[config.mk]
export PLATFORM = sky130hd
export DESIGN_NAME = i2c_cmd_sequencer
export DESIGN_NICKNAME = d
export VERILOG_FILES = /design/src/rtl/i2c_pkg.sv /design/src/rtl/i2c_cmd_fifo.sv /design/src/rtl/i2c_cmd_sequencer.sv
export SDC_FILE = /design/constraint.sdc
export NUM_CORES = 1
export LEC_CHECK = 0
export CAP_MARGIN = 10
export CORE_AREA = 10 10 152 154
export DETAILED_ROUTE_END_ITERATION = 10
export DIE_AREA = 0 0 162 164
export PLACE_DENSITY = 0.65
export SLEW_MARGIN = 5
export SYNTH_ARGS = -nofsm -noshare
export SYNTH_HDL_FRONTEND = slang
export SYNTH_HIERARCHICAL = 1
export SYNTH_SLANG_ARGS = --single-unit
[constraint.sdc]
create_clock -name clk -period 5.26 [get_ports clk]
set_input_delay 1.052 -clock clk [delete_from_list [all_inputs] [get_ports clk]]
set_output_delay 1.052 -clock clk [all_outputs]
set_load 0.1 [all_outputs]
[src/rtl/i2c_pkg.sv]
// rtl/i2c_pkg.sv - shared types and constants for the I2C command sequencer
//
// Purpose: FSM state encoding, command field widths, packed command word
//          width helper and controller mode constants.
// Ports:   none (package).
package i2c_pkg;

  typedef enum logic [2:0] {
    ST_IDLE   = 3'd0,
    ST_LAUNCH = 3'd1,
    ST_RUN    = 3'd2,
    ST_RESP   = 3'd3,
    ST_GAP    = 3'd4
  } seq_state_t;

  localparam int MODE_W = 2;
  localparam int ADDR_W = 7;
  localparam int REG_W  = 8;
  localparam int RW_W   = 1;

  localparam logic [MODE_W-1:0] MODE_STANDARD   = 2'd0;
  localparam logic [MODE_W-1:0] MODE_FAST       = 2'd1;
  localparam logic [MODE_W-1:0] MODE_FAST_PLUS  = 2'd2;
  localparam logic [MODE_W-1:0] MODE_HIGH_SPEED = 2'd3;

  // Packed command word layout, MSB first: {mode, addr, reg, rw, data}
  function automatic int cmd_word_w(input int data_w);
    return MODE_W + ADDR_W + REG_W + RW_W + data_w;
  endfunction

endpackage

[src/rtl/i2c_cmd_fifo.sv]
// rtl/i2c_cmd_fifo.sv - synchronous command FIFO with occupancy count
//
// Purpose: DEPTH-entry FIFO (DEPTH a power of two) with combinational head
//          read; full/empty are derived from the registered occupancy only.
// Ports:   clk, rst (sync active-high), push/wdata, pop/rdata,
//          full, empty, level.
module i2c_cmd_fifo #(
  parameter int DEPTH = 4,
  parameter int WIDTH = 8
) (
  input  logic                     clk,
  input  logic                     rst,
  input  logic                     push,
  input  logic [WIDTH-1:0]         wdata,
  input  logic                     pop,
  output logic [WIDTH-1:0]         rdata,
  output logic                     full,
  output logic                     empty,
  output logic [$clog2(DEPTH):0]   level
);

  localparam int AW = $clog2(DEPTH);
  localparam logic [AW:0] FULL_LVL = (AW+1)'(DEPTH);

  logic [WIDTH-1:0] r_mem [DEPTH];
  logic [AW-1:0]    r_wr_ptr;
  logic [AW-1:0]    r_rd_ptr;
  logic [AW:0]      r_level;
  logic             w_do_push;
  logic             w_do_pop;

  assign full      = (r_level == FULL_LVL);
  assign empty     = (r_level == '0);
  assign level     = r_level;
  assign rdata     = r_mem[r_rd_ptr];
  assign w_do_push = push && !full;
  assign w_do_pop  = pop && !empty;

  always_ff @(posedge clk) begin
    if (w_do_push) begin
      r_mem[r_wr_ptr] <= wdata;
    end
  end

  // Pointers are AW bits wide so they wrap modulo DEPTH on their own
  always_ff @(posedge clk) begin
    if (rst) begin
      r_wr_ptr <= '0;
      r_rd_ptr <= '0;
      r_level  <= '0;
    end else begin
      if (w_do_push) r_wr_ptr <= r_wr_ptr + AW'(1);
      if (w_do_pop)  r_rd_ptr <= r_rd_ptr + AW'(1);
      case ({w_do_push, w_do_pop})
        2'b10:   r_level <= r_level + (AW+1)'(1);
        2'b01:   r_level <= r_level - (AW+1)'(1);
        default: r_level <= r_level;
      endcase
    end
  end

endmodule

[src/rtl/i2c_cmd_sequencer.sv]
// rtl/i2c_cmd_sequencer.sv - buffers I2C commands and sequences them into i2c_controller
//
// Purpose: accepts commands on a valid/ready port into i2c_cmd_fifo, launches
//          each on the controller's ctrl_* inputs, waits for busy to rise and
//          fall, and returns one response per command in order.
// Optional: define I2C_SEQ_TIMEOUT_EN for a per-phase watchdog that completes
//           the command with rsp_err=1 after TIMEOUT_CYCLES in LAUNCH or RUN.
// Ports:   clk, rst (sync active-high)
//          cmd_valid/cmd_ready/cmd_mode/cmd_addr/cmd_reg/cmd_rw/cmd_wdata
//          rsp_valid/rsp_ready/rsp_rdata/rsp_rw/rsp_err
//          ctrl_en/ctrl_mode/ctrl_slave_address/ctrl_target_register/
//          ctrl_rw/ctrl_din (to controller), ctrl_dout/ctrl_busy (from it)
//          level (FIFO occupancy), idle (FIFO empty and FSM in IDLE)
module i2c_cmd_sequencer
  import i2c_pkg::*;
#(
  parameter int DEPTH          = 4,
  parameter int DATA_W         = 16,
  parameter int GAP_CYCLES     = 16,
  parameter int TIMEOUT_CYCLES = 65535
) (
  input  logic                     clk,
  input  logic                     rst,
  input  logic                     cmd_valid,
  output logic                     cmd_ready,
  input  logic [1:0]               cmd_mode,
  input  logic [6:0]               cmd_addr,
  input  logic [7:0]               cmd_reg,
  input  logic                     cmd_rw,
  input  logic [DATA_W-1:0]        cmd_wdata,
  output logic                     rsp_valid,
  input  logic                     rsp_ready,
  output logic [DATA_W-1:0]        rsp_rdata,
  output logic                     rsp_rw,
  output logic                     rsp_err,
  output logic                     ctrl_en,
  output logic [1:0]               ctrl_mode,
  output logic [6:0]               ctrl_slave_address,
  output logic [7:0]               ctrl_target_register,
  output logic                     ctrl_rw,
  output logic [DATA_W-1:0]        ctrl_din,
  input  logic [DATA_W-1:0]        ctrl_dout,
  input  logic                     ctrl_busy,
  output logic [$clog2(DEPTH):0]   level,
  output logic                     idle
);

  localparam int CMD_W    = cmd_word_w(DATA_W);
  localparam int GAP_W    = (GAP_CYCLES > 1) ? $clog2(GAP_CYCLES) : 1;
  localparam int GAP_LAST = (GAP_CYCLES > 0) ? GAP_CYCLES - 1 : 0;

  seq_state_t        r_state;
  logic              r_ctrl_en;
  logic [1:0]        r_ctrl_mode;
  logic [6:0]        r_ctrl_addr;
  logic [7:0]        r_ctrl_reg;
  logic              r_ctrl_rw;
  logic [DATA_W-1:0] r_ctrl_din;
  logic              r_rsp_valid;
  logic [DATA_W-1:0] r_rsp_rdata;
  logic              r_rsp_rw;
  logic [GAP_W-1:0]  r_gap_cnt;

  logic [CMD_W-1:0]  w_cmd_word;
  logic [CMD_W-1:0]  w_head;
  logic              w_full;
  logic              w_empty;
  logic              w_pop;

  assign w_cmd_word = {cmd_mode, cmd_addr, cmd_reg, cmd_rw, cmd_wdata};

  // A launch needs a queued command and a controller that is not still busy
  assign w_pop = (r_state == ST_IDLE) && !w_empty && !ctrl_busy;

  i2c_cmd_fifo #(
    .DEPTH (DEPTH),
    .WIDTH (CMD_W)
  ) u_fifo (
    .clk   (clk),
    .rst   (rst),
    .push  (cmd_valid),
    .wdata (w_cmd_word),
    .pop   (w_pop),
    .rdata (w_head),
    .full  (w_full),
    .empty (w_empty),
    .level (level)
  );

  assign cmd_ready            = !w_full;
  assign idle                 = w_empty && (r_state == ST_IDLE);
  assign ctrl_en              = r_ctrl_en;
  assign ctrl_mode            = r_ctrl_mode;
  assign ctrl_slave_address   = r_ctrl_addr;
  assign ctrl_target_register = r_ctrl_reg;
  assign ctrl_rw              = r_ctrl_rw;
  assign ctrl_din             = r_ctrl_din;
  assign rsp_valid            = r_rsp_valid;
  assign rsp_rdata            = r_rsp_rdata;
  assign rsp_rw               = r_rsp_rw;

`ifdef I2C_SEQ_TIMEOUT_EN
  localparam int TO_W = $clog2(TIMEOUT_CYCLES + 1);
  localparam logic [TO_W-1:0] TO_LAST = TO_W'(TIMEOUT_CYCLES - 1);
  logic [TO_W-1:0] r_to_cnt;
  logic            r_rsp_err;
  assign rsp_err = r_rsp_err;
`else
  logic w_unused_timeout;
  assign w_unused_timeout = (TIMEOUT_CYCLES == 0);
  assign rsp_err          = 1'b0;
`endif

  always_ff @(posedge clk) begin
    if (rst) begin
      r_state     <= ST_IDLE;
      r_ctrl_en   <= 1'b0;
      r_ctrl_mode <= '0;
      r_ctrl_addr <= '0;
      r_ctrl_reg  <= '0;
      r_ctrl_rw   <= 1'b0;
      r_ctrl_din  <= '0;
      r_rsp_valid <= 1'b0;
      r_rsp_rdata <= '0;
      r_rsp_rw    <= 1'b0;
      r_gap_cnt   <= '0;
`ifdef I2C_SEQ_TIMEOUT_EN
      r_to_cnt    <= '0;
      r_rsp_err   <= 1'b0;
`endif
    end else begin
      case (r_state)
        ST_IDLE: begin
          if (w_pop) begin
            r_ctrl_mode <= w_head[CMD_W-1 -: MODE_W];
            r_ctrl_addr <= w_head[DATA_W+RW_W+REG_W +: ADDR_W];
            r_ctrl_reg  <= w_head[DATA_W+RW_W +: REG_W];
            r_ctrl_rw   <= w_head[DATA_W];
            r_ctrl_din  <= w_head[DATA_W-1:0];
            r_ctrl_en   <= 1'b1;
            r_state     <= ST_LAUNCH;
`ifdef I2C_SEQ_TIMEOUT_EN
            r_to_cnt    <= '0;
`endif
          end
        end

        ST_LAUNCH: begin
`ifdef I2C_SEQ_TIMEOUT_EN
          r_to_cnt <= r_to_cnt + TO_W'(1);
`endif
          if (ctrl_busy) begin
            r_state <= ST_RUN;
`ifdef I2C_SEQ_TIMEOUT_EN
            r_to_cnt <= '0;
`endif
          end
`ifdef I2C_SEQ_TIMEOUT_EN
          else if (r_to_cnt == TO_LAST) begin
            r_ctrl_en   <= 1'b0;
            r_rsp_rdata <= '0;
            r_rsp_rw    <= r_ctrl_rw;
            r_rsp_err   <= 1'b1;
            r_rsp_valid <= 1'b1;
            r_state     <= ST_RESP;
          end
`endif
        end

        ST_RUN: begin
`ifdef I2C_SEQ_TIMEOUT_EN
          r_to_cnt <= r_to_cnt + TO_W'(1);
`endif
          if (!ctrl_busy) begin
            r_ctrl_en   <= 1'b0;
            r_rsp_rdata <= r_ctrl_rw ? ctrl_dout : '0;
            r_rsp_rw    <= r_ctrl_rw;
            r_rsp_valid <= 1'b1;
            r_state     <= ST_RESP;
`ifdef I2C_SEQ_TIMEOUT_EN
            r_rsp_err   <= 1'b0;
`endif
          end
`ifdef I2C_SEQ_TIMEOUT_EN
          else if (r_to_cnt == TO_LAST) begin
            r_ctrl_en   <= 1'b0;
            r_rsp_rdata <= '0;
            r_rsp_rw    <= r_ctrl_rw;
            r_rsp_err   <= 1'b1;
            r_rsp_valid <= 1'b1;
            r_state     <= ST_RESP;
          end
`endif
        end

        ST_RESP: begin
          if (rsp_ready) begin
            r_rsp_valid <= 1'b0;
            r_gap_cnt   <= '0;
            r_state     <= (GAP_CYCLES == 0) ? ST_IDLE : ST_GAP;
          end
        end

        ST_GAP: begin
          if (r_gap_cnt == GAP_W'(GAP_LAST)) begin
            r_state <= ST_IDLE;
          end else begin
            r_gap_cnt <= r_gap_cnt + GAP_W'(1);
          end
        end

        default: r_state <= ST_IDLE;
      endcase
    end
  end

endmodule

==> impl_metrics.json, run 1 <==
{
  "start_kind": "register",
  "instances_no_fill": 911,
  "antenna_found_initial": 1,
  "synth_seq_cells": 205,
  "ant_nets": 0,
  "cts_setup_buffers": 0,
  "die_w_um": 162,
  "finalClockSkew_ns": 0.0159,
  "gp_congestion": 0.713,
  "dr.pass1.iters": 4,
  "cts_inserted_buffers": 22,
  "hold_depth": 2,
  "postSynthAreaPerCell_um2": 15.1,
  "cts_max_path_buffers": 3,
  "rsz0062_at_grt": "no",
  "core_um2": 20000,
  "hold-path-endpoint": "rsp_rdata[9]",
  "drv_cap": 0,
  "setup_ws_ns": 1.28,
  "syn-num-nets": 585,
  "ys_seq_area_share_pct": 69.1,
  "worstSetupStartpoint": "r_state[2]",
  "dp_cells": 871,
  "drt_iter0_drc": 205,
  "routed_wirelength_mm": 17.7,
  "drive_above_1_share_pct": 13.1,
  "num_rows": 52,
  "post-dp-hpwl_mm": 10.7,
  "die_h_um": 164,
  "synth_area_um2": 7910,
  "whs_ns": 0.452,
  "hold_class": "reg -> reg",
  "period_share_pct": 75.6,
  "worst_slew_pin_slew_ns": 1.04,
  "status": "complete, no violations",
  "first_global_vias": 4942,
  "ios": 114,
  "ir_drop_uv": 291,
  "diodes": 0,
  "port_buffers": 112,
  "post_cts_resized": 0,
  "synth_cells": 523,
  "clk_latency_ns": 0.50,
  "finalSetupViolCount": 0,
  "grt.overflow.total": 0,
  "vias": 4688,
  "nNetsFinal": 687,
  "cts-root-buf": "clkbuf_16",
  "nFillCells": 1769,
  "fmax_mhz": 251,
  "yosys_warnings": 6,
  "regToRegStartpoint": "r_state[2]",
  "clkTransAtPathRegs_ns": 0.06,
  "grt_usage_pct": 12.9,
  "drt-wirelength-per-cell_um": 19.4,
  "numClockSinks": 205,
  "reg2reg_depth": 11,
  "finalPower_mw": 4.63,
  "power.density_nw_per_um2": 471,
  "ys_types": 52,
  "die_area_um2": 26600,
  "crit_path_end_kind": "output pin",
  "syn2layout_area_growth_pct": 24.3,
  "r2r_end": "u_fifo/level[2]",
  "crit_arrival_ns": 2.93,
  "cp.required_ns": 4.21,
  "place_ws_ns": 1.64,
  "fin_setup_tns_ns": 0,
  "vias_per_cell": 5.15,
  "maxSlewHeadroom_pct": 30.5,
  "drc": 0,
  "p_leak_nw": 3.15,
  "critical_path_class": "reg -> out",
  "min_period_ns": 3.98,
  "cts_tree": "built",
  "finalHoldViolCount": 0,
  "postCtsHoldBufs": 0,
  "grt_max_degree": 69,
  "htreeDepth": 1,
  "drv_slew": 0,
  "critPathMaxFanout": 36,
  "grt_pass1_wl_mm": 27.4,
  "rrSetupSlack_ns": 2.47,
  "hp-start": "rsp_rdata[9]",
  "start_util_pct": 39.4
}
## area by class of cell
type | count | area [um^2] | area share, %
Clock buffer | 33 | 653 | 6.65
Clock inverter | 7 | 35.0 | 0.357
Inverter | 11 | 41.3 | 0.420
Multi-Input combinational cell | 268 | 2130 | 21.7
Sequential cell | 205 | 5470 | 55.7
Tap cell | 270 | 338 | 3.44
Timing Repair Buffer | 117 | 1150 | 11.7
## cells in the mapped netlist (all sizes together)
master,instances,share of area [%]
or2,1,0.079
or3,4,0.32
nor4,1,0.079
and3,1,0.079
and3b,1,0.13
edfxtp,136,52
dfxtp,69,17
o21a,1,0.095
nand2b,2,0.16
o211a,1,0.13
o31ai,1,0.16
inv,11,0.52
nor3b,3,0.35
a22oi,1,0.095
nor4b,1,0.30
ha,6,0.95
clkbuf,19,1.2
nand2,24,1.1
nand3,53,3.4
or3b,1,0.14
nand4b,1,0.11
nor3,3,0.40
a211oi,2,0.19
o21ai,40,2.6
buf,20,2.3
mux2i,2,0.25
a41oi,1,0.11
and2,6,0.47
fa,1,0.25
mux4,34,9.9
o21bai,1,0.095
conb,1,0.047
a21oi,59,3.7
nor2,9,0.46
a311oi,1,0.11
nand3b,1,0.095
xor2,3,0.33
or4b,1,0.17
## worst max-delay path by stage
stage,slack (ns),cells past startpoint,endpoint
2_1_floorplan,1.95,13,u_fifo/level[2]
5_1_grt,1.16,4,idle
4_1_cts,1.22,4,idle
6_report,1.28,4,idle
3_5_place_dp,1.64,11,u_fifo/level[2]
3_3_place_gp,1.74,11,u_fifo/level[2]
## critical path, cell delays in order (launching register included)
cell and delay [ns]:
dfxtp_1 0.43, nor3_4 0.22, buf_4 0.43, and2_1 0.21, clkdlybuf4s50_1 1.14
## layer usage
| layer | vias to the layer above | global-route usage (%) | share of wire (%) |
|---|---|---|---|
| met5 | - | 0 | 0.073 |
| met4 | 2 | 3.47 | 1.8 |
| met3 | 25 | 3.15 | 6.1 |
| met2 | 146 | 22.7 | 50 |
| met1 | 2318 | 15.6 | 42 |
| li1 | 2197 | - | - |
## where the power goes
group / switching (mW) / internal [mW]
Clock: 0.582 / 0.856
Combinational: 0.906 / 0.348
Sequential: 0.0750 / 1.86
## through the flow
step | utilization, % | area (um^2)
6_report | 49.0 | 9820
5_1_grt | 49.0 | 9820
4_1_cts | 49.0 | 9820
3_5_place_dp | 45.6 | 9140
3_3_place_gp | 45.6 | 9140
2_1_floorplan | - | 7910
## cells by family after synthesis
group | share of synthesized area, %
DFF | 69.1
and+or+nand+nor | 7.83
AOI/OAI and AO/OA | 7.30
buffers and inverters | 4.02
muxes | 10.1
adders and majority gates | 1.20
xor gates and xnor gates | 0.332
other | 0.0474
## sequential cells by signal, summed over array words and instances (netlist names), 3 cells and up, named ones only
signal / cells
u_fifo/r_mem: 136
ctrl_din: 16
rsp_rdata: 16
u_fifo/level: 3
ctrl_target_register: 8
r_gap_cnt: 4
ctrl_slave_address: 7
r_state: 3
## layout by cell type, fill, tap and decap left out, types with 2 or more instances in the layout
| cell type | Yosys | final |
|---|---|---|
| a211oi_1 | 2 | 2 |
| clkdlybuf4s50_1 | 0 | 111 |
| clkinv_1 | 0 | 3 |
| edfxtp_1 | 136 | 136 |
| inv_1 | 11 | 11 |
| or3_1 | 4 | 4 |
| nand2b_1 | 2 | 2 |
| mux4_1 | 4 | 4 |
| mux4_2 | 30 | 30 |
| o21ai_0 | 33 | 33 |
| and2_2 | 0 | 4 |
| ha_1 | 6 | 6 |
| xor2_1 | 3 | 3 |
| clkbuf_16 | 0 | 23 |
| and2_1 | 6 | 2 |
| nand2_1 | 24 | 24 |
| buf_4 | 2 | 5 |
| clkbuf_8 | 2 | 4 |
| mux2i_1 | 2 | 2 |
| dfxtp_2 | 0 | 2 |
| dfxtp_1 | 69 | 67 |
| a21oi_1 | 59 | 59 |
| nor3b_1 | 2 | 2 |
| clkinv_2 | 0 | 3 |
| clkbuf_1 | 16 | 6 |
| nand3_1 | 53 | 53 |
| o21ai_1 | 6 | 6 |
| nor2_1 | 8 | 7 |
(Power assumes the default switching activity.)
==> inputs of run 2 (changes only) <==
Clock period 5.26 ns to 3.67 ns, I/O delays scaled along.
==> run 2 against run 1 <==
First-iteration DRC count increased by 23%. Design area grew 0.68%. Sequential power increased by 45%. Sequential share of layout area down 0.37 points. Register-to-register slack got worse by 1.7 ns. Non-clock buffer count grew 10. Clock-buffer cell count shrank 3. Cell count increased by 1.1%. Via count grew 1.9%. Die area stayed put.
==> impl_metrics.json, run 2 (same netlist as run 1, synthesis figures left out) <==
{
  "fmax_mhz": 344,
  "finalSetupViolCount": 0,
  "status": "complete, no violations",
  "cp.required_ns": 4.08,
  "grt.overflow.total": 0,
  "crit_arrival_ns": 3.32,
  "ios": 114,
  "pwr-share-seq_pct": 42.3,
  "crit_path_end_kind": "register",
  "diodes": 0,
  "largest-register": "u_fifo/r_mem",
  "maxSlewHeadroom_pct": 31.1,
  "post-dp-hpwl_mm": 11.6,
  "num_rows": 52,
  "vias": 4776,
  "hold_class": "reg -> reg",
  "cts_inserted_buffers": 22,
  "internal-power_mw": 4.41,
  "dr.pass1.iters": 4,
  "htreeDepth": 1,
  "p_leak_nw": 3.20,
  "rsz0062_at_grt": "no",
  "drt_iter0_drc": 253,
  "clk_latency_ns": 0.50,
  "drv_slew": 0,
  "crit_path_cell_trace": "or3_1 > buf_4 > nor2_1 > o31ai_2 > inv_1 > ha_1 > inv_1 > fa_1 > xor2_1 > or3_1 > a21oi_1",
  "die_h_um": 164,
  "critical_path_class": "reg -> reg",
  "post-route-util_pct": 49.4,
  "numClockSinks": 205,
  "regToRegStartpoint": "r_state[2]",
  "worst_slew_pin_slew_ns": 1.03,
  "grt_usage_pct": 13.1,
  "rrSetupSlack_ns": 0.76,
  "nNetsFinal": 697,
  "period_share_pct": 79.2,
  "finalClockSkew_ns": 0.0113,
  "drive_above_1_share_pct": 15.2,
  "cts_max_path_buffers": 3,
  "reg2reg_depth": 11,
  "die_area_um2": 26600,
  "critical_path_buf_inv_count": 3,
  "routed_wirelength_mm": 17.7,
  "grt_pass1_wl_mm": 27.8,
  "hp-start": "rsp_rdata[9]",
  "hold-path-endpoint": "rsp_rdata[9]",
  "drv_cap": 0,
  "grt_max_degree": 39,
  "p_comb_share_pct": 26.4,
  "vias_per_cell": 5.19,
  "start_kind": "register",
  "whs_ns": 0.455,
  "core_um2": 20000,
  "dp_cells": 881,
  "power.net_switching_mw": 2.26,
  "swShare_pct": 33.9,
  "postCtsHoldBufs": 0,
  "hold_depth": 2,
  "ant_nets": 0,
  "clkTransAtPathRegs_ns": 0.06,
  "start_util_pct": 39.4,
  "drc": 0,
  "drt-wirelength-per-cell_um": 19.2,
  "cts-root-buf": "clkbuf_16",
  "r2r_end": "u_fifo/level[2]",
  "first_global_vias": 5037,
  "critPathMaxFanout": 35,
  "antenna_found_initial": 0,
  "cp_slowest_cell": "dfxtp_1",
  "fin_setup_tns_ns": 0,
  "min_period_ns": 2.91,
  "cts_setup_buffers": 0,
  "final_common_cell": "edfxtp_1",
  "instances_no_fill": 921,
  "final_cell_mix": "136 x edfxtp_1, 106 x clkdlybuf4s50_1, 67 x dfxtp_1",
  "finalHoldViolCount": 0,
  "power.density_nw_per_um2": 675,
  "die_w_um": 162,
  "crit_family": "simple AND/OR/NAND/NOR gates",
  "gp_congestion": 0.745,
  "ir_drop_uv": 338,
  "syn2layout_area_growth_pct": 25.1,
  "largest_reg_flops": 136,
  "cts_tree": "built",
  "port_buffers": 112,
  "slowest_delay_ns": 0.44,
  "post_cts_resized": 0,
  "p_clk_share_pct": 31.4
}
## run 2: cell type report
| type | count | area, um^2 |
|---|---|---|
| clock buffers | 30 | 612 |
| clock inverters | 10 | 80.1 |
| fillers | 1737 | 10100 |
| inverters | 11 | 41.3 |
| multi-input cells | 268 | 2130 |
| flip-flops and latches | 205 | 5470 |
| well taps | 270 | 338 |
| repair buffers | 127 | 1220 |
## run 2: how the worst max path moves through the flow
stage / end / startpoint / slack (ns) / cells after the start
floorplan: u_fifo/level[2] / u_fifo/level[1] / 0.36 / 13
global placement: u_fifo/level[2] / ctrl_busy / 0.67 / 11
detailed placement: u_fifo/level[2] / ctrl_busy / 0.55 / 11
CTS: level[2] / u_fifo/level[2] / 0.76 / 1
global route: u_fifo/level[2] / r_state[2] / 0.62 / 11
finish: u_fifo/level[2] / r_state[2] / 0.76 / 11
## run 2: worst min-delay path, delay by kind of cell, from the launching register on
family | cells | cell delay, ns
AO/OA/AOI/OAI | 1 | 0.05
flip-flops | 1 | 0.31
AND/OR/NAND/NOR | 1 | 0.05
## run 2: stage by stage
step,power (mW),setup slack [ns],cell area [um^2]
2_1_floorplan,4.18,0.364,7910
3_3_place_gp,4.62,0.672,9200
3_5_place_dp,4.65,0.551,9200
4_1_cts,6.75,0.762,9890
5_1_grt,6.95,0.620,9890
6_report,6.67,0.764,9890
## run 2: routing by layer
metal	track usage, %	routed length [um]	vias to the layer above
met5	0	0	-
met4	3.76	263	0
met3	3.45	1280	20
met2	23.0	8980	155
met1	15.5	7200	2384
li1	-	-	2217
## run 2: power by group through the flow
stage / Combinational, mW / Sequential (mW) / Clock, mW
floorplan: 0.714 / 3.47 / 0
global placement: 1.76 / 2.86 / 0
detailed placement: 1.77 / 2.87 / 0
CTS: 1.78 / 2.83 / 2.14
global route: 1.85 / 2.85 / 2.25
finish: 1.76 / 2.82 / 2.09
==> inputs of run 3 (changes only) <==
Clock period 3.67 ns to 2.9 ns, I/O delays scaled along.
==> run 3 against run 2 <==
Clock-buffer cell count decreased by 1. Clock power increased by 24%. Largest cell class unchanged. Cell count increased by 0.22%. Critical path depth unchanged. Worst hold slack got worse by 0.0027 ns. Utilization decreased by 0.23 points. Power increased by 27%. Non-clock buffer count increased by 4. Sequential power increased by 26%. Sequential share of layout area increased by 0.35 points. Combinational power increased by 31%. Flip-flop and latch count unchanged.
==> impl_metrics.json, run 3 (same netlist as run 1, synthesis figures left out) <==
{
  "vias": 4719,
  "drive_above_1_share_pct": 24.3,
  "grt.overflow.total": 0,
  "syn2layout_area_growth_pct": 24.5,
  "fmax_mhz": 411,
  "dr.pass1.iters": 4,
  "grt_max_degree": 36,
  "m1WireLength_mm": 7.36,
  "grt_pass1_wl_mm": 28.8,
  "maxSlewHeadroom_pct": 50.9,
  "clkTransAtPathRegs_ns": 0.06,
  "postCtsHoldBufs": 0,
  "drc": 0,
  "grt_usage_pct": 13.6,
  "finalPower_mw": 8.46,
  "num_rows": 52,
  "start_util_pct": 39.4,
  "drt-wirelength-per-cell_um": 19.8,
  "p_leak_nw": 3.35,
  "internal-power_mw": 5.60,
  "numClockSinks": 205,
  "drt_iter0_drc": 347,
  "post-dp-hpwl_mm": 11.5,
  "critPathMaxFanout": 2,
  "die_area_um2": 26600,
  "status": "complete, no violations",
  "whs_ns": 0.453,
  "critical_path_class": "in -> reg",
  "place_ws_ns": -0.0200,
  "route.met3.wl_mm": 1.18,
  "power.net_switching_mw": 2.86,
  "diodes": 0,
  "drv_cap": 0,
  "post_cts_resized": 0,
  "cts_setup_buffers": 0,
  "ant_nets": 0,
  "cts_inserted_buffers": 21,
  "power.density_nw_per_um2": 859,
  "drv_slew": 0,
  "pwr-share-seq_pct": 42.0,
  "die_h_um": 164,
  "port_buffers": 112,
  "start_kind": "input port",
  "largest_reg_flops": 136,
  "crit_path_end_kind": "register",
  "first_global_vias": 5152,
  "htreeDepth": 1,
  "rsz0062_at_grt": "no",
  "final_cell_mix": "136 x edfxtp_1, 71 x buf_4, 64 x dfxtp_1",
  "route.met2.wl_mm": 9.31,
  "p_clk_share_pct": 30.7,
  "min_period_ns": 2.43,
  "worst_slew_pin_slew_ns": 0.736,
  "antenna_found_initial": 0,
  "ios": 114,
  "nNetsFinal": 700,
  "clk_latency_ns": 0.50,
  "crit_arrival_ns": 2.85,
  "swShare_pct": 33.8,
  "vias_per_cell": 5.11,
  "ir_drop_uv": 380,
  "setup_ws_ns": 0.466,
  "period_share_pct": 83.9,
  "die_w_um": 162,
  "finalHoldViolCount": 0,
  "cts-root-buf": "clkbuf_16",
  "cts_tree": "built",
  "hold_class": "reg -> reg",
  "gp_congestion": 0.719,
  "cts_max_path_buffers": 3,
  "finalClockSkew_ns": 0.0172,
  "final_common_cell": "edfxtp_1",
  "finalSetupViolCount": 0,
  "highest_layer": "met4",
  "largest-register": "u_fifo/r_mem",
  "core_um2": 20000,
  "p_comb_share_pct": 27.3,
  "routed_wirelength_mm": 18.3,
  "cp.required_ns": 3.32
}
## run 3: cell types whose count changed in the layout (fill, tap and decap cells not counted), moves of 2 or more
cell | previous run | this run
clkinvlp_4 | 2 | 0
clkdlybuf4s50_1 | 106 | 53
clkinv_2 | 3 | 6
buf_4 | 20 | 71
buf_12 | 0 | 6
clkinv_1 | 3 | 0
dfxtp_1 | 67 | 64
dfxtp_4 | 0 | 2
clkbuf_16 | 23 | 21
## run 3: through the flow
stage | util (%) | instances | cell area [um^2] | TNS [ns]
global placement | 45.8 | 885 | 9180 | 0
global route | 49.1 | 923 | 9840 | 0
floorplan | - | 523 | 7910 | 0
finish | 49.1 | 923 | 9840 | 0
CTS | 49.1 | 923 | 9840 | 0
detailed placement | 45.8 | 885 | 9180 | -0.0200
## run 3: worst max-delay path, cell delays in order
cell and delay, ns:
clkdlybuf4s50_1 0.43, or2_1 0.25, nor2_1 0.16, o31ai_2 0.11, inv_1 0.07, ha_1 0.18, inv_1 0.07, fa_1 0.39
xor2_1 0.16, or3_1 0.31, a21oi_1 0.14
## run 3: path summary, 6_finish.rpt
check             start              end  slack, ns  cells after the start
min reg2reg      rsp_rw           rsp_rw       0.45                      2
min              rsp_rw           rsp_rw       0.45                      2
max           ctrl_busy  u_fifo/level[2]       0.47                     11
max reg2reg  r_state[2]  u_fifo/level[2]       0.53                     10
## run 3: routing by layer
metal | vias up | global-route usage, %
met3 | 25 | 3.48
met2 | 128 | 24.5
li1 | 2212 | -
met1 | 2354 | 15.5
met4 | 0 | 4.22
met5 | - | 0
## run 3: power by group through the flow
stage / logic [mW] / clock network (mW) / registers (mW)
2_1_floorplan: 0.902 / 0 / 4.40
3_3_place_gp: 2.32 / 0 / 3.60
3_5_place_dp: 2.34 / 0 / 3.62
4_1_cts: 2.35 / 2.66 / 3.56
5_1_grt: 2.44 / 2.77 / 3.59
6_report: 2.31 / 2.59 / 3.56
## run 3: cell type report
class,count,area (um^2)
fillers,1739,10200
flip-flops and latches,205,5480
multi-input cells,268,2130
repair buffers,131,1190
clock buffers,29,566
well taps,270,338
clock inverters,9,98.8
inverters,11,41.3
